## config.mk

```make
export PLATFORM = sky130hd
export DESIGN_NAME = node_charge_keeper
export DESIGN_NICKNAME = d
export VERILOG_FILES = /design/src/rtl/node_charge_keeper.sv
export SDC_FILE = /design/constraint.sdc
export NUM_CORES = 1
export LEC_CHECK = 0
export ABC_CLOCK_PERIOD_IN_PS = 7300
export CELL_PAD_IN_SITES_DETAIL_PLACEMENT = 1
export CELL_PAD_IN_SITES_GLOBAL_PLACEMENT = 2
export CORE_ASPECT_RATIO = 0.75
export CORE_MARGIN = 10
export CORE_UTILIZATION = 31
export DETAILED_ROUTE_END_ITERATION = 8
export PLACE_DENSITY_LB_ADDON = 0.1
export SYNTH_ARGS = -nofsm -noshare
export SYNTH_HDL_FRONTEND = slang
export SYNTH_SLANG_ARGS = --single-unit
```

## constraint.sdc

```tcl
create_clock -name clk -period 7.3 [get_ports clk]
set_input_delay 1.46 -clock clk [delete_from_list [all_inputs] [get_ports clk]]
set_output_delay 1.46 -clock clk [all_outputs]
set_load 0.05 [all_outputs]
```

## src/rtl/node_charge_keeper.sv

```systemverilog
// Charge-keeping resolver for a multi-driver node.
// Resolves drivers, holds floating charge, then decays to undriven.
module node_charge_keeper #(
    parameter int NDRV         = 4,
    parameter int DECAY_CYCLES = 16
) (
    input  logic              clk,
    input  logic              reset,
    input  logic [NDRV*3-1:0] drv_in,
    output logic [2:0]        node_out,
    output logic              hi,
    output logic              contention,
    output logic              decayed
);

    localparam logic [7:0] DC    = 8'(DECAY_CYCLES);
    localparam logic [1:0] S_FLT = 2'b01;

    typedef enum logic [1:0] {
        DRIVEN,
        HOLD,
        DECAYED
    } state_e;

    state_e     state_q, state_d;
    logic [2:0] node_q, node_d;
    logic       lvl_q, lvl_d;
    logic [7:0] cnt_q, cnt_d;
    logic       hi_q, hi_d;
    logic       cont_q, cont_d;
    logic       dec_q, dec_d;

    logic [2:0] r;
    logic       has_hi;
    logic       has_lo;

    // Resolve: the numerically largest field wins.
    always_comb begin
        r = 3'b000;
        for (int k = 0; k < NDRV; k++) begin
            if (drv_in[3*k +: 3] > r) begin
                r = drv_in[3*k +: 3];
            end
        end
    end

    // Collect levels of all drivers sharing the winning strength.
    always_comb begin
        has_hi = 1'b0;
        has_lo = 1'b0;
        for (int k = 0; k < NDRV; k++) begin
            if (drv_in[3*k+1 +: 2] == r[2:1]) begin
                if (drv_in[3*k]) begin
                    has_lo = 1'b1;
                end else begin
                    has_hi = 1'b1;
                end
            end
        end
    end

    // Next-state and registered-output computation.
    always_comb begin
        state_d = state_q;
        node_d  = node_q;
        lvl_d   = lvl_q;
        cnt_d   = cnt_q;
        if (r[2]) begin
            state_d = DRIVEN;
            node_d  = r;
            lvl_d   = r[0];
            cnt_d   = 8'd0;
        end else if (r[1]) begin
            state_d = HOLD;
            node_d  = r;
            lvl_d   = r[0];
            cnt_d   = 8'd0;
        end else begin
            unique case (state_q)
                DRIVEN: begin
                    state_d = HOLD;
                    node_d  = {S_FLT, lvl_q};
                    cnt_d   = 8'd1;
                end
                HOLD: begin
                    if (cnt_q < DC) begin
                        node_d = {S_FLT, lvl_q};
                        cnt_d  = cnt_q + 8'd1;
                    end else begin
                        state_d = DECAYED;
                        node_d  = 3'b000;
                        cnt_d   = 8'd0;
                    end
                end
                default: begin
                    state_d = DECAYED;
                    node_d  = 3'b000;
                    cnt_d   = 8'd0;
                end
            endcase
        end
        hi_d   = (node_d[2:1] != 2'b00) && !node_d[0];
        cont_d = r[2] && has_hi && has_lo;
        dec_d  = (state_d == DECAYED);
    end

    // State and output registers with synchronous reset.
    always_ff @(posedge clk) begin
        if (reset) begin
            state_q <= DECAYED;
            node_q  <= 3'b000;
            lvl_q   <= 1'b0;
            cnt_q   <= 8'd0;
            hi_q    <= 1'b0;
            cont_q  <= 1'b0;
            dec_q   <= 1'b1;
        end else begin
            state_q <= state_d;
            node_q  <= node_d;
            lvl_q   <= lvl_d;
            cnt_q   <= cnt_d;
            hi_q    <= hi_d;
            cont_q  <= cont_d;
            dec_q   <= dec_d;
        end
    end

    assign node_out   = node_q;
    assign hi         = hi_q;
    assign contention = cont_q;
    assign decayed    = dec_q;

endmodule

```

# After elaboration in Yosys (flattened, before gate mapping)
# Index checks and enable logic that the tools add are counted.
# Widths: inputs -> output; s select.
dict set report word_totals {
  regBits 17
  inputBits 14
  out_inout_bits 6
}
dict set report op_classes {
  add_sub_neg 1
  n_lt_le_gt_ge 5
  n_eq_ne 6
  mux 32
  n_reduce_logical 8
}
# cell n
set op_table {}
lappend op_table {{$mux 1} 18}
lappend op_table {{$pmux 8 s2} 1}
lappend op_table {{$mux 3} 5}
lappend op_table {{$mux 2} 5}
lappend op_table {{$gt 3x3->1} 3}
lappend op_table {{$add 8x1->8 const B} 1}
lappend op_table {{$eq 2x2->1} 4}
lappend op_table {{$lt 8x5->1 const B} 1}
lappend op_table {{$mux 8} 1}
lappend op_table {{$pmux 2 s2} 2}
lappend op_table {{$reduce_bool 2->1} 2}
lappend op_table {{$gt 3x1->1 const B} 1}
lappend op_table {{$logic_and 1x1->1} 3}
lappend op_table {{$reduce_or 3->1} 1}
lappend op_table {{$eq 2x1->1 const B} 1}
lappend op_table {{$eq 2x2->1 const B} 1}
lappend op_table {{$logic_not 2->1} 1}
lappend op_table {{$logic_not 1->1} 1}

# Logic depth before layout (Yosys ltp)
dict set report depth {
  ltp_word 18
  depth_mapped 23
  depth_no_buf 23
}

# Worst setup path before layout
# No wires, ideal clock.
dict set report synth_path {
  kind {in2reg}
  start {input drv_in[1]}
  end {register cont_q (netlist: contention)}
  setup_ns 0.129
  arrival_time_ns 5.453
  required_ns 7.171
  path_slack_ns 1.719
  path_stages 20
  cell_sequence {inv_1 > ha_1 > nand2b_1 > a21oi_2 > mux2_4 > inv_1 > ha_1 > nor2b_4 > a221oi_4 > mux2i_1 > ha_1 > a21oi_1 > o21ai_2 > and2_1 > a311o_1 > and3_1 > o2111ai_2 > a21oi_1 > o22ai_1 > a211oi_2}
}
dict set report synth_via {
  elab_chain_cells 18
  word_cells_on_any_way 28
}
# item line
set synth_lines {}
lappend synth_lines {{start: declaration} 9} ;# input logic [NDRV*3-1:0] drv_in,
lappend synth_lines {{$gt 3x1->1} 41} ;# if (drv_in[3*k +: 3] > r) begin
lappend synth_lines {{$mux 3} 41}
lappend synth_lines {{$gt 3x3->1} 41}
lappend synth_lines {{$mux 3} 41}
lappend synth_lines {{$gt 3x3->1} 41}
lappend synth_lines {{$mux 3} 41}
lappend synth_lines {{$gt 3x3->1} 41}
lappend synth_lines {{$mux 3} 41}
lappend synth_lines {{(+2 left out)} n/a}
lappend synth_lines {{$mux 1} 53} ;# if (drv_in[3*k]) begin
lappend synth_lines {{$mux 1} 52} ;# if (drv_in[3*k+1 +: 2] == r[2:1]) begin
lappend synth_lines {{$mux 1} 53}
lappend synth_lines {{$mux 1} 52}
lappend synth_lines {{$mux 1} 53}
lappend synth_lines {{$mux 1} 52}
lappend synth_lines {{$logic_and 1x1->1} 103} ;# cont_d = r[2] && has_hi && has_lo;
lappend synth_lines {{$logic_and 1x1->1 *} 103}
lappend synth_lines {{end signal: assignment} 123} ;# cont_q <= cont_d;
lappend synth_lines {{end: declaration} 30} ;# logic cont_q, cont_d;
# Every way passes the cells marked *; elsewhere a longest branch is shown, timed or not.
# A chain may end at the register's enable or synchronous reset.

# Worst setup path in the final report
dict set report layout_path {
  start {input drv_in[3]}
  end {register cont_q (netlist: contention)}
}
dict set report layout_via {
  elab_chain_cells 16
  word_cells_on_any_way 26
}
# item line
set layout_lines {}
lappend layout_lines {{$gt 3x3->1} 41}
lappend layout_lines {{$mux 3} 41}
lappend layout_lines {{$gt 3x3->1} 41}
lappend layout_lines {{$mux 3} 41}
lappend layout_lines {{$gt 3x3->1} 41}
lappend layout_lines {{$mux 3} 41}
lappend layout_lines {{$eq 2x2->1} 52}
lappend layout_lines {{$mux 1} 52}
lappend layout_lines {{$mux 1} 53}
lappend layout_lines {{$mux 1} 52}
lappend layout_lines {{$mux 1} 53}
lappend layout_lines {{$mux 1} 52}
lappend layout_lines {{$mux 1} 53}
lappend layout_lines {{$mux 1} 52}
lappend layout_lines {{$logic_and 1x1->1} 103}
lappend layout_lines {{$logic_and 1x1->1 *} 103}
# Marked as above.

==> out/results.txt <==
The run finished with clean final reports. STA puts the critical path data arrival time at 6390 ps. The commonest non-fill, non-tap cell in the layout was sky130_fd_sc_hd__clkdlybuf4s50_1. The repair_antennas step left the layout with diodes totalling 0.

The slew of the pin with the lowest slew margin is 516 ps, and the post-route standard cell area excluding fillers is 0.00145 mm^2. The worst setup path is of the primary input to flop kind. The first TritonRoute pass finished after 4 iterations. The global placer's final weighted congestion was 0.732. In this run the core area contains 19 standard-cell rows.

Setup violations remaining at the end of the flow were counted as 0. In this run, post-CTS hold repair placed 0 buffers. The post-synthesis sequential element count was 17; the number of instances in the synthesized netlist was 133.

The logs give 1089 for the via count of the first global-routing pass and 1016 for the total number of vias. In the final design database the tool counted 182 nets. For this design the static power due to leakage is 0.600 nW. The number of distinct standard cells referenced by the synthesized netlist came out at 44.

The path class of the tightest hold or removal check is flop to flop. The number of clock sinks is 17, and the later-pin clock latency in the skew report is 250 ps. The run gives 0 as the number of warnings printed during yosys synthesis. TritonCTS built the clock tree.

STA classifies the critical path startpoint as a primary input. Headroom to the max-slew limit: 65.5%. The area of the multi-input gates was 774 um^2; the largest net degree at the start of global routing was 11. The I/O pin count was 20. The tools report the sum of net half-perimeters after detailed placement as 2530 um.

The sum of routed wire length over all layers was 3000 um. The library cells used most frequently in the layout, excluding fill and tap cells, are sky130_fd_sc_hd__clkdlybuf4s50_1, sky130_fd_sc_hd__dfxtp_1, sky130_fd_sc_hd__nand2_1. The logs give 0 for the count of final hold-check violations and 340 um^2 for the register area.

Cells with a size suffix above 1 make up 12.1% of the layout. Along the worst path, the maximum fanout reaches 7. After detailed routing, the number of vias per cell comes to 4.86. IR analysis of the VDD net gives a maximum drop of 0.216 mV. Max-cap violations in this run came to 0. The first global-routing pass estimated 5120 um of wire. Clock-pin slew was measured on the worst setup and hold paths at 60 ps.

Portion of the clock cycle consumed by the worst path in the final layout: 85.7%. The netlist area before placement was 0.00115 mm^2. After floorplanning, the core was sized to cover 0.00361 mm^2. The remaining number of nets flagged by the antenna check after routing was 0.

The tools report the starting density of the core as 31.8%. After detailed routing, the number of remaining DRC violations is 0. The placed instance area came out at 0.00141 mm^2. The tools report the number of antenna violations at the first check in global routing as 0. Once the clock tree was built, the resizer swapped 0 gates to a different size. The most used flip-flop cell after synthesis is sky130_fd_sc_hd__dfxtp_1. For this run the aggregate overflow at the end of global routing stands at 0. The floorplan step set the die height to 72.7 um. For this run, the top clock speed supported by timing is 160 MHz. Dividing the detail-routed wire length by the instance count gives 14.3 um. The worst setup path is captured at a flop.

The count of flip-flops with a built-in enable after synthesis was 0; the x dimension of the die was 90.3 um. Counting along the longest clock path gives a buffer depth of 2. Compared with the post-synthesis result, the final layout area differs by 26.6%. Cell accounting for the most synthesized area: sky130_fd_sc_hd__dfxtp_1.

In this run the tool buffered the top-level ports with 19 buffer cells. The worst path needs 6260 ps of the cycle, external delays included. The average instance area after synthesis came out at 8.64 um^2. The tools report the proportion of synthesized chip area in sequential cells as 29.6%. The number of setup buffers added after CTS is 0.

On the final layout, the worst hold slack is 473 ps. After filler insertion, the fill cell instance count of the layout stands at 444. For the number of H-tree levels, the log shows 1. Final setup skew: 1.26 ps.

The power per unit of standard cell area works out to 287 mW/mm^2. The logs give 0.00657 mm^2 for the die outline area and 3 for the number of CTS-inserted buffers. By area the synthesized netlist is led by sky130_fd_sc_hd__dfxtp_1, sky130_fd_sc_hd__ha_1, sky130_fd_sc_hd__nand2_1. CTS placed an instance of sky130_fd_sc_hd__clkbuf_8 at the clock tree root.

The logs give 0 ps for the final-layout setup total negative slack and 23 for the violation count after the first detailed-routing iteration. The count of pins over their slew limit is 0, and the share of synthesized registers carrying an async set or reset is 0%. For the worst setup path, the data required time is 7430 ps. Global routing consumed, over all layers together, 9.29% of the routing resources. Setup repair after global routing left no endpoint under its margin.

The area share of the largest cell type after synthesis was 29.6%.
state kept, by name (all words and copies together) (netlist names):
register	flops
hi	1
state_q	2
cnt_q	8
decayed	1
node_out	3
contention	1
lvl_q	1
report_power, final:
group / switching (mW) / internal, mW
Combinational: 0.142 / 0.0887
Sequential: 0.00731 / 0.111
Clock: 0.0302 / 0.0378
worst max-delay path, stage by stage:
cell and delay [ps]:
sky130_fd_sc_hd__clkdlybuf4s50_1 510, sky130_fd_sc_hd__inv_1 70, sky130_fd_sc_hd__ha_1 190, sky130_fd_sc_hd__nand2b_1 150, sky130_fd_sc_hd__a21oi_2 210, sky130_fd_sc_hd__mux2_4 350
sky130_fd_sc_hd__inv_1 80, sky130_fd_sc_hd__ha_1 290, sky130_fd_sc_hd__nor2b_4 170, sky130_fd_sc_hd__a221oi_4 330, sky130_fd_sc_hd__mux2i_1 460, sky130_fd_sc_hd__ha_1 350
sky130_fd_sc_hd__a21oi_1 240, sky130_fd_sc_hd__o21ai_2 160, sky130_fd_sc_hd__and2_1 220, sky130_fd_sc_hd__a311o_1 320, sky130_fd_sc_hd__and3_1 220, sky130_fd_sc_hd__o2111ai_2 220
sky130_fd_sc_hd__a21oi_1 110, sky130_fd_sc_hd__o22ai_1 200, sky130_fd_sc_hd__a211oi_2 90
per-layer routing:
layer / global-route usage [%] / wire length (um) / vias up
li1: - / - / 524
met1: 12.5 / 1640 / 477
met2: 14.0 / 1190 / 15
met3: 4.11 / 163 / 0
met4: 0.528 / 0 / 0
met5: 0 / 0 / -
logic make-up after synthesis:
kind of cell | Yosys count | synth area share, %
simple gates | 46 | 20.4
compound gates | 38 | 26.6
flops | 17 | 29.6
buf+inv | 11 | 3.59
fa+ha+maj | 10 | 10.9
xor+xnor | 6 | 4.58
mux | 4 | 4.03
other cells | 1 | 0.326
through the flow:
stage	util (%)	worst slack, ps	total power [mW]	std cells
2_1_floorplan	-	1720	0.287	135
3_3_place_gp	39.0	831	0.348	205
3_5_place_dp	39.0	730	0.351	205
4_1_cts	40.2	992	0.423	209
5_1_grt	40.2	602	0.452	209
6_report	40.2	1040	0.417	209
synth_stat cells, drive strengths merged (2+ instances only):
master,instances
dfxtp,17
mux2i,2
nand2,12
o21a,2
nor2b,5
a31oi,2
o22ai,3
mux2,2
xnor2,4
and3,3
nor2,11
and2,3
nand3,7
a211oi,3
ha,10
xor2,2
inv,10
a21oi,10
o21ai,7
o2111ai,2
cell type report:
class / count / area share, %
Multi-Input combinational cell: 107 / 53.3
Clock buffer: 3 / 2.84
Tap cell: 52 / 4.48
Inverter: 10 / 2.58
Sequential cell: 17 / 23.4
Clock inverter: 1 / 0.344
Timing Repair Buffer: 19 / 13.1
worst paths after layout:
path	to	startpoint	cells after the start	slack, ps
hold / removal	cnt_q[4]	cnt_q[3]	2	470
setup / recovery	contention	drv_in[3]	21	1040
hold reg to reg	cnt_q[4]	cnt_q[3]	2	470
setup reg to reg	hi	cnt_q[6]	6	5580
Note: power is estimated with default switching activity, not from simulation.
